===== src/rtl/cond_unit.sv =====
// ============================================================================
// Module  : cond_unit
// Purpose : ARM condition-check stage. Registers condition-gated PCSrc,
//           RegWrite and MemWrite requests and holds the architectural
//           NZCV flag register. Optional macro SKIP_CNT_EN adds a 16-bit
//           saturating count of consumed instructions that failed their
//           condition.
// Revision: 1.0 - initial release
// ============================================================================
`default_nettype none

module cond_unit (
    input  logic       clk,
    input  logic       reset,
    input  logic       valid_in,
    input  logic       stall,
    input  logic [3:0] Cond,
    input  logic [3:0] ALUFlag,
    input  logic [1:0] FlagW,
    input  logic       PCS,
    input  logic       RegW,
    input  logic       MemW,
    output logic       PCSrc,
    output logic       RegWrite,
    output logic       MemWrite,
    output logic       CondEx,
    output logic       valid_out,
    output logic [3:0] Flags
`ifdef SKIP_CNT_EN
    ,
    output logic [15:0] skip_cnt
`endif
);

    localparam logic [3:0] COND_EQ = 4'b0000;
    localparam logic [3:0] COND_NE = 4'b0001;
    localparam logic [3:0] COND_CS = 4'b0010;
    localparam logic [3:0] COND_CC = 4'b0011;
    localparam logic [3:0] COND_MI = 4'b0100;
    localparam logic [3:0] COND_PL = 4'b0101;
    localparam logic [3:0] COND_VS = 4'b0110;
    localparam logic [3:0] COND_VC = 4'b0111;
    localparam logic [3:0] COND_HI = 4'b1000;
    localparam logic [3:0] COND_LS = 4'b1001;
    localparam logic [3:0] COND_GE = 4'b1010;
    localparam logic [3:0] COND_LT = 4'b1011;
    localparam logic [3:0] COND_GT = 4'b1100;
    localparam logic [3:0] COND_LE = 4'b1101;

    logic n_flag;
    logic z_flag;
    logic c_flag;
    logic v_flag;
    logic pass;
    logic consume;
    logic [3:0] flags_next;

    assign {n_flag, z_flag, c_flag, v_flag} = Flags;
    assign consume = valid_in & ~stall;

    // Evaluated against the stored flags so an instruction never sees its own update.
    always_comb begin
        pass = 1'b1;
        case (Cond)
            COND_EQ: pass = z_flag;
            COND_NE: pass = ~z_flag;
            COND_CS: pass = c_flag;
            COND_CC: pass = ~c_flag;
            COND_MI: pass = n_flag;
            COND_PL: pass = ~n_flag;
            COND_VS: pass = v_flag;
            COND_VC: pass = ~v_flag;
            COND_HI: pass = c_flag & ~z_flag;
            COND_LS: pass = ~c_flag | z_flag;
            COND_GE: pass = (n_flag == v_flag);
            COND_LT: pass = (n_flag != v_flag);
            COND_GT: pass = ~z_flag & (n_flag == v_flag);
            COND_LE: pass = z_flag | (n_flag != v_flag);
            default: pass = 1'b1;
        endcase
    end

    always_comb begin
        flags_next = Flags;
        if (consume && pass) begin
            if (FlagW[1]) begin
                flags_next[3:2] = ALUFlag[3:2];
            end
            if (FlagW[0]) begin
                flags_next[1:0] = ALUFlag[1:0];
            end
        end
    end

    always_ff @(posedge clk) begin
        if (reset) begin
            Flags     <= 4'b0000;
            PCSrc     <= 1'b0;
            RegWrite  <= 1'b0;
            MemWrite  <= 1'b0;
            CondEx    <= 1'b0;
            valid_out <= 1'b0;
        end else if (!stall) begin
            Flags     <= flags_next;
            CondEx    <= consume & pass;
            PCSrc     <= consume & pass & PCS;
            RegWrite  <= consume & pass & RegW;
            MemWrite  <= consume & pass & MemW;
            valid_out <= consume;
        end
    end

`ifdef SKIP_CNT_EN
    always_ff @(posedge clk) begin
        if (reset) begin
            skip_cnt <= 16'h0000;
        end else if (consume && !pass && (skip_cnt != 16'hFFFF)) begin
            skip_cnt <= skip_cnt + 16'h0001;
        end
    end
`endif

endmodule

`default_nettype wire


===== config.mk =====
export PLATFORM = sky130hd
export DESIGN_NAME = cond_unit
export DESIGN_NICKNAME = d
export VERILOG_FILES = /design/src/rtl/cond_unit.sv
export SDC_FILE = /design/constraint.sdc
export NUM_CORES = 1
export LEC_CHECK = 0
export CORE_AREA = 2 2 46 48
export CTS_CLUSTER_DIAMETER = 80
export DETAILED_ROUTE_END_ITERATION = 7
export DIE_AREA = 0 0 48 50
export PLACE_DENSITY = 0.64
export SLEW_MARGIN = 25
export SYNTH_ARGS = -nofsm -noshare
export SYNTH_HDL_FRONTEND = slang
export SYNTH_SLANG_ARGS = --single-unit

===== constraint.sdc =====
create_clock -name clk -period 1.9 [get_ports clk]
set_input_delay 0.57 -clock clk [delete_from_list [all_inputs] [get_ports clk]]
set_output_delay 0.57 -clock clk [all_outputs]
set_load 0.05 [all_outputs]

# After elaboration in Yosys (flattened, before gate mapping)
# Cells that the tools add are included.
# totals
wordCells,41
register_bits,9
output_inout_bits,9
inputBits,17
# classes
n_eq_ne,15
n_reduce_logical,4
mux,1
bitwise_logic,14
# op_table
cell,count
$eq A4 B4 Y1 const B,6
$eq A4 B3 Y1 const B,4
$pmux W1 S14,1
$eq A4 B2 Y1 const B,2
$and A1 B1 Y1,7
$reduce_and A3 Y1,2
$not A1 Y1,5
$eq A4 B1 Y1 const B,1
$logic_not A4 Y1,1
$or A1 B1 Y1,2
$eq A1 B1 Y1,1
$logic_and A1 B1 Y1,1
$ne A1 B1 Y1,1

# Depth between registers and ports, before layout
# Gate-level depths: netlist of run 1.
# logic_depth
ltp_word,5
ltp_mapped,5
ltp_nobuf,5

# Worst setup path before layout of run 1
# OpenSTA, ideal clock, no wires.
# synth_path
path_type,register to register
startpoint,register Flags[3]
endpoint,register Flags[0]
stages_incl_launch_ff,6
slack_ns,-0.061
setup_time_ns,0.119
n_path_buf,0
t_required_ns,1.781
arrival_time_ns,1.842
synth_period_minus_slack_ns,1.961
cell_sequence,dfxtp_1 xnor3_1 o211ai_2 o221ai_2 o211a_1 mux2i_1
# synth_via
elab_chain_cells,5
elab_cells_between_ends,8
cone_classes,eq/ne: 2; mux: 1; bitwise: 3; reduce/logical: 2
# synth_rtl
element,line_no,text
"start, declared",28,output logic [3:0] Flags
"start signal, assigned",104,Flags <= flags_next;
$ne A1 B1 Y1 / $eq A1 B1 Y1 (equally long branches),n/a,
$or A1 B1 Y1 / $and A1 B1 Y1 (equally long branches),"78, 77",
$pmux W1 S14 (*),64,case (Cond)
$logic_and A1 B1 Y1 (*),85,if (consume && pass) begin
$reduce_and A3 Y1 (no line) (*),n/a,
# Every way passes the cells marked *; elsewhere a longest branch is shown, timed or not.
# A chain may end at the register's enable or synchronous reset.

# Worst setup path after layout of run 1
# layout_path
startpoint,input Cond[2]
endpoint,register Flags[1]
# layout_via
elab_chain_cells,4
elab_cells_between_ends,17
cone_classes,eq/ne: 13; mux: 1; reduce/logical: 3
# layout_rtl
element,line_no,text
"start, declared",17,"input logic [3:0] Cond,"
"$eq A4 B4 Y1, or another cell as far along",64,
$pmux W1 S14 (*),64,
$logic_and A1 B1 Y1 (*),85,
$reduce_and A3 Y1 (no line) (*),n/a,
# Marked as above.

==> out/metrics.csv, run 1 <==
stage,metric,value,unit
synth,count of unique library cells instantiated by Yosys,20,
run_status,run status,"complete, no violations",
setup_path,source of the worst register-to-register timing path,Flags[3],
sta,setup repair after global routing missed its margin,false,
floorplanning,row cnt,16,
hold_path,endpoint of the worst hold path,MemWrite,
finish,layout overhead on the synthesized area,63.1,%
setup_path,"delay-heaviest family, CP",multiplexers,
setup_path,flop-to-flop setup slack,210,ps
clock_tree,source-to-sink clock delay at the later pin of the worst-skew pair,260,ps
routing,detail-routed via count per cell,4.30,
setup_path,Arrival @ worst endpoint,2000,ps
synth,Mapped Nets,74,
synth,number of storage elements in the synthesis netlist,9,
synth,Syn Area/Cell,9.39,um^2
sta,actual transition at the worst max-transition pin,351,ps
clock_tree,TritonCTS clock tree,yes,
power_and_ir_drop,power density of the placed cells,545,nW/um^2
finish,final cell area excluding filler cells,873,um^2
setup_path,element type at the critical path start,input port,
global_route,remaining global-route overflow,0,
clock_tree,number of levels the H-tree was split into,1,
clock_tree,# hold bufs at CTS,0,
sta,Total Neg Setup Slack,0,ps
placed_design,Post-DP HPWL,1070,um
placed_design,weighted congestion reported at the end of routability-driven placement,0.694,
sta,"Hold Violations, Final",0,
sta,Worst Hold Margin,464,ps
floorplanning,Die Span Y,50,um
setup_path,required time worst endpoint,2090,ps
power_and_ir_drop,combinational fraction of design power,0.266,
hold_path,worst hold path startpoint,MemWrite,
floorplanning,Initial Utilization,0.282,
floorplanning,Die Outline Area,2400,um^2
routing,routed wire length,1300,um
power_and_ir_drop,Static Leak,0.368,nW
clock_tree,clk sink count,9,
placed_design,Placed Cells,115,
floorplanning,Floorplan Core Area,1900,um^2
routing,total DRC errors in the routed layout,0,
clock_tree,clock edge transition at the registers on the reported setup and hold paths,60,ps
routing,DRT Pass-1 Iters,4,
setup_path,endpoint class of the critical path,register,
power_and_ir_drop,Clk network pwr share,0.314,
sta,Fmax,553,MHz
placed_design,Port Buffers,25,
sta,max-slew violation total from the final report,0,
floorplanning,num ports,26,
routing,antenna violation net count after detailed routing,0,
finish,antenna fix cells,0,
setup_path,R2R depth,5,
setup_path,critical path type,in2reg,
setup_path,largest fanout of any net on the critical path,5,
power_and_ir_drop,sequential group share of total power,0.420,
run,max-capacitance violation count,0,
clock_tree,clock root buffer,sky130_fd_sc_hd__clkbuf_4,
setup_path,critical-path cell list,dlygate4sd2_1 -> and3b_1 -> a22oi_1 -> mux2i_2 -> o211a_1 -> mux2i_1,
sta,final setup slack of the worst path,91.4,ps
synth,number of cells produced by synthesis,57,
power_and_ir_drop,overall power after layout,476,uW
finish,fill cell instance count of the final layout,188,
routing,vias,512,
finish,Final Core Density,0.459,
sta,setup-violating endpoint count in the final report,0,
global_route,largest net degree at the start of global routing,14,
clock_tree,maximum clock path buffer count,2,
global_route,all-layer global routing usage,0.133,
clock_tree,clock buffers created by TritonCTS,3,
power_and_ir_drop,Worst VDD drop,0.330,mV
setup_path,crit path buf inv count,1,
setup_path,"Largest stage delay, worst path",320,ps
power_and_ir_drop,switching share of total power,0.280,
placed_design,minimum setup slack after placement,-381,ps
routing,detail-routed net length per standard cell,10.9,um
global_route,initial antenna violation count,0,
hold_path,hold path depth,2,
synth,sequential fraction of the synthesis area,0.336,
synth,count of synthesis-stage warnings from yosys,0,
global_route,wire length of the first global-routing pass,2220,um
floorplanning,horizontal extent of the die,48,um
sta,final setup skew,3.58,ps
placed_design,area post-placement,848,um^2
synth,Post-Synthesis Cell Area,536,um^2
power_and_ir_drop,switching power of the nets,133,uW
power_and_ir_drop,internal power,343,uW
sta,"Period Utilization, post-route",0.952,
hold_path,Hold WC Path Type,reg2reg,
finish,share of cells above drive strength 1,0.272,
setup_path,Crit-path slowest cell,sky130_fd_sc_hd__mux2i_2,
finish,"non-filler cells, final",119,
finish,nets,110,
setup_path,capture point of the worst reg-to-reg path,Flags[3],
sta,min Tclk post-route,1810,ps
sta,Max-Slew Margin vs Limit,0.765,
routing,number of DRC markers in iteration 0,7,
global_route,number of global-route vias before repair,513,
## tightest hold or removal path, stage by stage, from the launching register on
cell and delay [ps]:
sky130_fd_sc_hd__dfxtp_1 310, sky130_fd_sc_hd__nand2_1 60, sky130_fd_sc_hd__a21oi_1 50
## metal layers
layer	global-route usage	share of wire
met3	0.0110	0.022
met1	0.179	0.47
met5	0	0
met2	0.189	0.48
met4	0.0946	0.032
## sequential cells by signal, summed over array words and instances, names as in the netlist
signal and count:
Flags 4, PCSrc 1, valid_out 1, RegWrite 1
MemWrite 1, CondEx 1
## power by group through the flow
| stage | Sequential [mW] | Combinational [mW] | Clock [mW] |
|---|---|---|---|
| detailed placement | 0.204 | 0.130 | 0 |
| CTS | 0.200 | 0.127 | 0.155 |
| finish | 0.200 | 0.127 | 0.149 |
| floorplan | 0.224 | 0.0412 | 0 |
| global route | 0.201 | 0.136 | 0.163 |
| global placement | 0.204 | 0.128 | 0 |
## cell type report
class                      count  area, um^2  area share
multi-input combinational     47         355       0.407
clock buffer                   4        26.3      0.0301
timing repair buffer          32         275       0.315
tap                           27        33.8      0.0387
sequential                     9         183       0.209
## cells by family (layout without fill, tap and decap cells)
logic type	Yosys count	in the layout	synth area share
muxes	7	7	0.131
buffers and inverters	1	36	0.00700
xor gates and xnor gates	4	4	0.0911
and+or+nand+nor	22	22	0.234
AOI/OAI and AO/OA	14	14	0.201
DFF	9	9	0.336
## how the worst max path moves through the flow
| stage | from | endpoint | cells past startpoint |
|---|---|---|---|
| floorplan | Flags[2] | Flags[0] | 5 |
| finish | Cond[2] | Flags[1] | 6 |
| global placement | Cond[2] | Flags[3] | 6 |
| global route | Cond[3] | Flags[2] | 6 |
| detailed placement | Cond[2] | Flags[1] | 6 |
| CTS | Cond[2] | Flags[1] | 6 |
## cell usage in the layout (no fill, tap or decap), types with 4 or more instances in the layout
master                            Yosys  routed
sky130_fd_sc_hd__buf_4                0      16
sky130_fd_sc_hd__clkdlybuf4s50_1      0      12
sky130_fd_sc_hd__nand2b_1             8       8
sky130_fd_sc_hd__dfxtp_1              9       7
sky130_fd_sc_hd__mux2i_1              7       6
sky130_fd_sc_hd__nand2_1              6       6
sky130_fd_sc_hd__a21oi_1              5       5
sky130_fd_sc_hd__dlygate4sd2_1        0       4
## timing repair
| item | in CTS | in global routing |
|---|---|---|
| buffers inserted | 0 | 0 |
| setup endpoints to repair | 8 | 3 |
| gates resized for setup | 4 | 1 |
| pin swaps | 4 | 1 |
| cloned | 0 | 0 |
## synthesized netlist by cell type, drive strengths merged
cell,instances,area share
xnor2,1,0.016
and3b,1,0.016
a22oi,1,0.014
o221ai,1,0.028
o21ai,1,0.0093
nand2,6,0.042
o211a,2,0.037
nor2b,3,0.035
nand2b,8,0.093
nor2,1,0.0070
or2b,2,0.028
xnor3,1,0.042
o211ai,4,0.065
or2,1,0.012
xor2,2,0.033
mux2i,7,0.13
a21oi,5,0.047
clkbuf,1,0.0070
dfxtp,9,0.34
Power figures use the tool's default switching activity.
==> run 2: changes to the inputs <==
Settings changed: ABC_AREA from default to 1, CORE_AREA 2 2 46 48 to 2 2 48 50, CTS_CLUSTER_DIAMETER 80 to 60, DIE_AREA 0 0 48 50 to 0 0 50 52, PLACE_DENSITY 0.64 to 0.63.
==> out/metrics.csv, run 2 <==
stage,metric,value,unit,change
floorplanning,Die Span Y,52,um,+4.0%
routing,detail-routed via count per cell,4.52,,+5.0%
finish,antenna fix cells,0,,unchanged
floorplanning,num ports,26,,unchanged
placed_design,Port Buffers,25,,unchanged
floorplanning,Floorplan Core Area,2110,um^2,+11%
setup_path,"Largest stage delay, worst path",520,ps,+200 ps
placed_design,Post-DP HPWL,1240,um,+16%
routing,detail-routed net length per standard cell,9.47,um,-13%
setup_path,destination of the critical timing path,Flags[0],,
sta,final setup skew,0.765,ps,-2.81 ps
hold_path,Hold WC Path Type,reg2reg,,
sta,actual transition at the worst max-transition pin,243,ps,-108 ps
finish,fill cell instance count of the final layout,233,,+24%
synth,number of storage elements in the synthesis netlist,9,,unchanged
synth,count of unique library cells instantiated by Yosys,14,,-30%
setup_path,required time worst endpoint,2060,ps,-30 ps
setup_path,count of cell instances traversed by the critical path,11,,+5
setup_path,crit path buf inv count,2,,+1
clock_tree,post-cts gate resize count,0,,-4
clock_tree,clock buffers created by TritonCTS,3,,unchanged
synth,number of cells produced by synthesis,100,,+75%
power_and_ir_drop,overall power after layout,516,uW,+8.5%
finish,Final Core Density,0.443,,-0.0165
power_and_ir_drop,power density of the placed cells,554,nW/um^2,+1.6%
sta,max-slew violation total from the final report,0,,unchanged
clock_tree,TritonCTS clock tree,yes,,
finish,Biggest register,Flags,,
finish,final cell area excluding filler cells,932,um^2,+6.7%
power_and_ir_drop,Worst VDD drop,0.354,mV,+7.2%
global_route,number of global-route vias before repair,676,,+32%
routing,number of DRC markers in iteration 0,27,,+20
synth,sequential fraction of the synthesis area,0.304,,-0.0327
finish,layout overhead on the synthesized area,57.2,%,
setup_path,most frequent CP cell,sky130_fd_sc_hd__nand2_1,,
setup_path,critical-path cell list,clkdlybuf4s50_1 -> nand2_1 -> nand3b_4 -> nand2_1 -> nand2_1 -> nor2_2 -> nand2_4 -> nand3_2 -> nand2_1 -> inv_1 -> nor2_1,,
clock_tree,source-to-sink clock delay at the later pin of the worst-skew pair,260,ps,about the same
floorplanning,horizontal extent of the die,50,um,+4.2%
setup_path,flop-to-flop setup slack,520,ps,+310 ps
floorplanning,row cnt,17,,+1
clock_tree,clock root buffer,sky130_fd_sc_hd__clkbuf_4,,
run,max-capacitance violation count,0,,unchanged
clock_tree,clk sink count,9,,unchanged
global_route,initial antenna violation count,0,,unchanged
finish,"leading cell types in the layout, fill and taps excluded","sky130_fd_sc_hd__nand2_1 (32), sky130_fd_sc_hd__inv_1 (17), sky130_fd_sc_hd__nor2_1 (14), sky130_fd_sc_hd__clkdlybuf4s50_1 (14), sky130_fd_sc_hd__buf_4 (13)",,
routing,DRT Pass-1 Iters,4,,unchanged
setup_path,Worst setup startpoint,Cond[2],,
sta,Fmax,566,MHz,+2.3%
clock_tree,number of levels the H-tree was split into,1,,unchanged
synth,most common library cells after synthesis,"sky130_fd_sc_hd__nand2_1 (32), sky130_fd_sc_hd__inv_1 (17), sky130_fd_sc_hd__nor2_1 (14)",,
setup_path,"delay-heaviest family, CP",simple AND/OR/NAND/NOR gates,,
routing,antenna violation net count after detailed routing,0,,unchanged
sta,Max-Slew Margin vs Limit,0.837,,+0.0714
synth,proportion of synthesized flip-flops having asynchronous set or reset,0,,unchanged
global_route,all-layer global routing usage,0.130,,-0.00249
setup_path,R2R depth,11,,+6
synth,number of flops mapped to enable cells by yosys,0,,unchanged
global_route,remaining global-route overflow,0,,unchanged
sta,"Period Utilization, post-route",0.930,,-0.0214
routing,total DRC errors in the routed layout,0,,unchanged
sta,setup-violating endpoint count in the final report,0,,unchanged
global_route,wire length of the first global-routing pass,2640,um,+19%
placed_design,area post-placement,901,um^2,+6.2%
floorplanning,Initial Utilization,0.282,,about the same
synth,count of synthesis-stage warnings from yosys,0,,unchanged
synth,proportion of netlist area held by the largest area contributor,0.304,,-0.0327
setup_path,Arrival @ worst endpoint,1930,ps,-70 ps
synth,main area contributors after synthesis,"sky130_fd_sc_hd__dfxtp_1 (30%), sky130_fd_sc_hd__nand2_1 (20%), sky130_fd_sc_hd__inv_1 (11%)",,
finish,share of cells above drive strength 1,0.173,,-0.0988
setup_path,Crit-path slowest cell,sky130_fd_sc_hd__clkdlybuf4s50_1,,
setup_path,source of the worst register-to-register timing path,Flags[0],,
clock_tree,# hold bufs at CTS,0,,unchanged
setup_path,capture point of the worst reg-to-reg path,Flags[0],,
synth,cell type with the highest aggregate area in the netlist,sky130_fd_sc_hd__dfxtp_1,,
clock_tree,maximum clock path buffer count,2,,unchanged
sta,min Tclk post-route,1770,ps,-40.7 ps
setup_path,largest fanout of any net on the critical path,10,,+5
floorplanning,Die Outline Area,2600,um^2,+8.3%
setup_path,endpoint class of the critical path,register,,
clock_tree,clock edge transition at the registers on the reported setup and hold paths,70,ps,about the same
run_status,run status,"complete, no violations",,
synth,prevailing post-synth register cell,sky130_fd_sc_hd__dfxtp_1,,
routing,vias,727,,+42%
placed_design,weighted congestion reported at the end of routability-driven placement,0.795,,+15%
power_and_ir_drop,Static Leak,0.472,nW,+29%
sta,"Hold Violations, Final",0,,unchanged
synth,most frequent cell after synthesis,sky130_fd_sc_hd__nand2_1,,
global_route,largest net degree at the start of global routing,12,,-2
finish,"most common cell after layout, fill and taps aside",sky130_fd_sc_hd__nand2_1,,
clock_tree,# Post-CTS Setup Buffers,0,,unchanged
synth,Post-Synthesis Cell Area,593,um^2,+11%
sta,Total Neg Setup Slack,0,ps,unchanged
synth,Syn Area/Cell,5.93,um^2,-37%
synth,Mapped Nets,117,,+58%
finish,max reg flops,4,,unchanged
setup_path,critical path type,in2reg,,
setup_path,element type at the critical path start,input port,,
routing,routed wire length,1530,um,+17%
finish,nets,151,,+37%
## run 2: worst min path at each step
stage | depth (start not counted) | slack [ps] | endpoint | startpoint
final | 2 | 470 | PCSrc | PCSrc
after global placement | 2 | 460 | MemWrite | MemWrite
after detailed placement | 2 | 460 | CondEx | CondEx
after CTS | 2 | 480 | CondEx | CondEx
after global routing | 2 | 500 | MemWrite | MemWrite
after floorplan | 1 | 640 | CondEx | reset
## run 2: where the power goes
| group | switching (mW) | total [mW] | internal, mW |
|---|---|---|---|
| logic | 0.0886 | 0.159 | 0.0709 |
| clock network | 0.0721 | 0.153 | 0.0810 |
| registers | 0.00716 | 0.204 | 0.197 |
## run 2: cell type report
cell class | count | area, um^2 | area share
Tap cell | 28 | 35.0 | 0.0376
Inverter | 18 | 67.6 | 0.0725
Multi-Input combinational cell | 72 | 340 | 0.365
Sequential cell | 9 | 180 | 0.193
Timing Repair Buffer | 30 | 283 | 0.303
Clock buffer | 4 | 26.3 | 0.0282
## run 2: cell families (layout without fill, tap and decap cells)
family / count (synthesis) / count (layout) / share of synthesized area
buf+inv: 19 / 52 / 0.122
flops: 9 / 9 / 0.304
compound gates: 7 / 7 / 0.0591
simple gates: 65 / 65 / 0.515
## run 2: per-stage QoR
stage	std cells	setup slack, ps	hold WS, ps
floorplan	100	254	639
global placement	157	-129	459
global route	161	-0.974	503
CTS	161	104	476
finish	161	132	475
detailed placement	157	-161	458
## run 2: routing by layer
| layer | part of all wire | vias up | routed length, um | track usage |
|---|---|---|---|---|
| li1 | - | 377 | - | - |
| met1 | 0.42 | 310 | 645 | 0.143 |
| met2 | 0.48 | 36 | 729 | 0.241 |
| met3 | 0.086 | 4 | 131 | 0.0259 |
| met4 | 0.012 | 0 | 19 | 0.0556 |
| met5 | 0 | - | 0 | 0 |
## run 2: worst register-to-register path, stage by stage (launching register included)
cell                       delay [ps]
sky130_fd_sc_hd__dfxtp_1          380
sky130_fd_sc_hd__inv_1             70
sky130_fd_sc_hd__nand2_1          150
sky130_fd_sc_hd__nand3b_4          90
sky130_fd_sc_hd__nand2_1           70
sky130_fd_sc_hd__nand2_1           60
sky130_fd_sc_hd__nor2_2           140
sky130_fd_sc_hd__nand2_4          110
sky130_fd_sc_hd__nand3_2           90
sky130_fd_sc_hd__nand2_1           50
sky130_fd_sc_hd__inv_1             40
sky130_fd_sc_hd__nor2_1            30
==> run 3: changes to the inputs <==
Settings changed: CTS_CLUSTER_DIAMETER 60 to 150.
==> results of run 3 <==
Same layout as run 2: the final DEF is identical, and so are final timing and power.
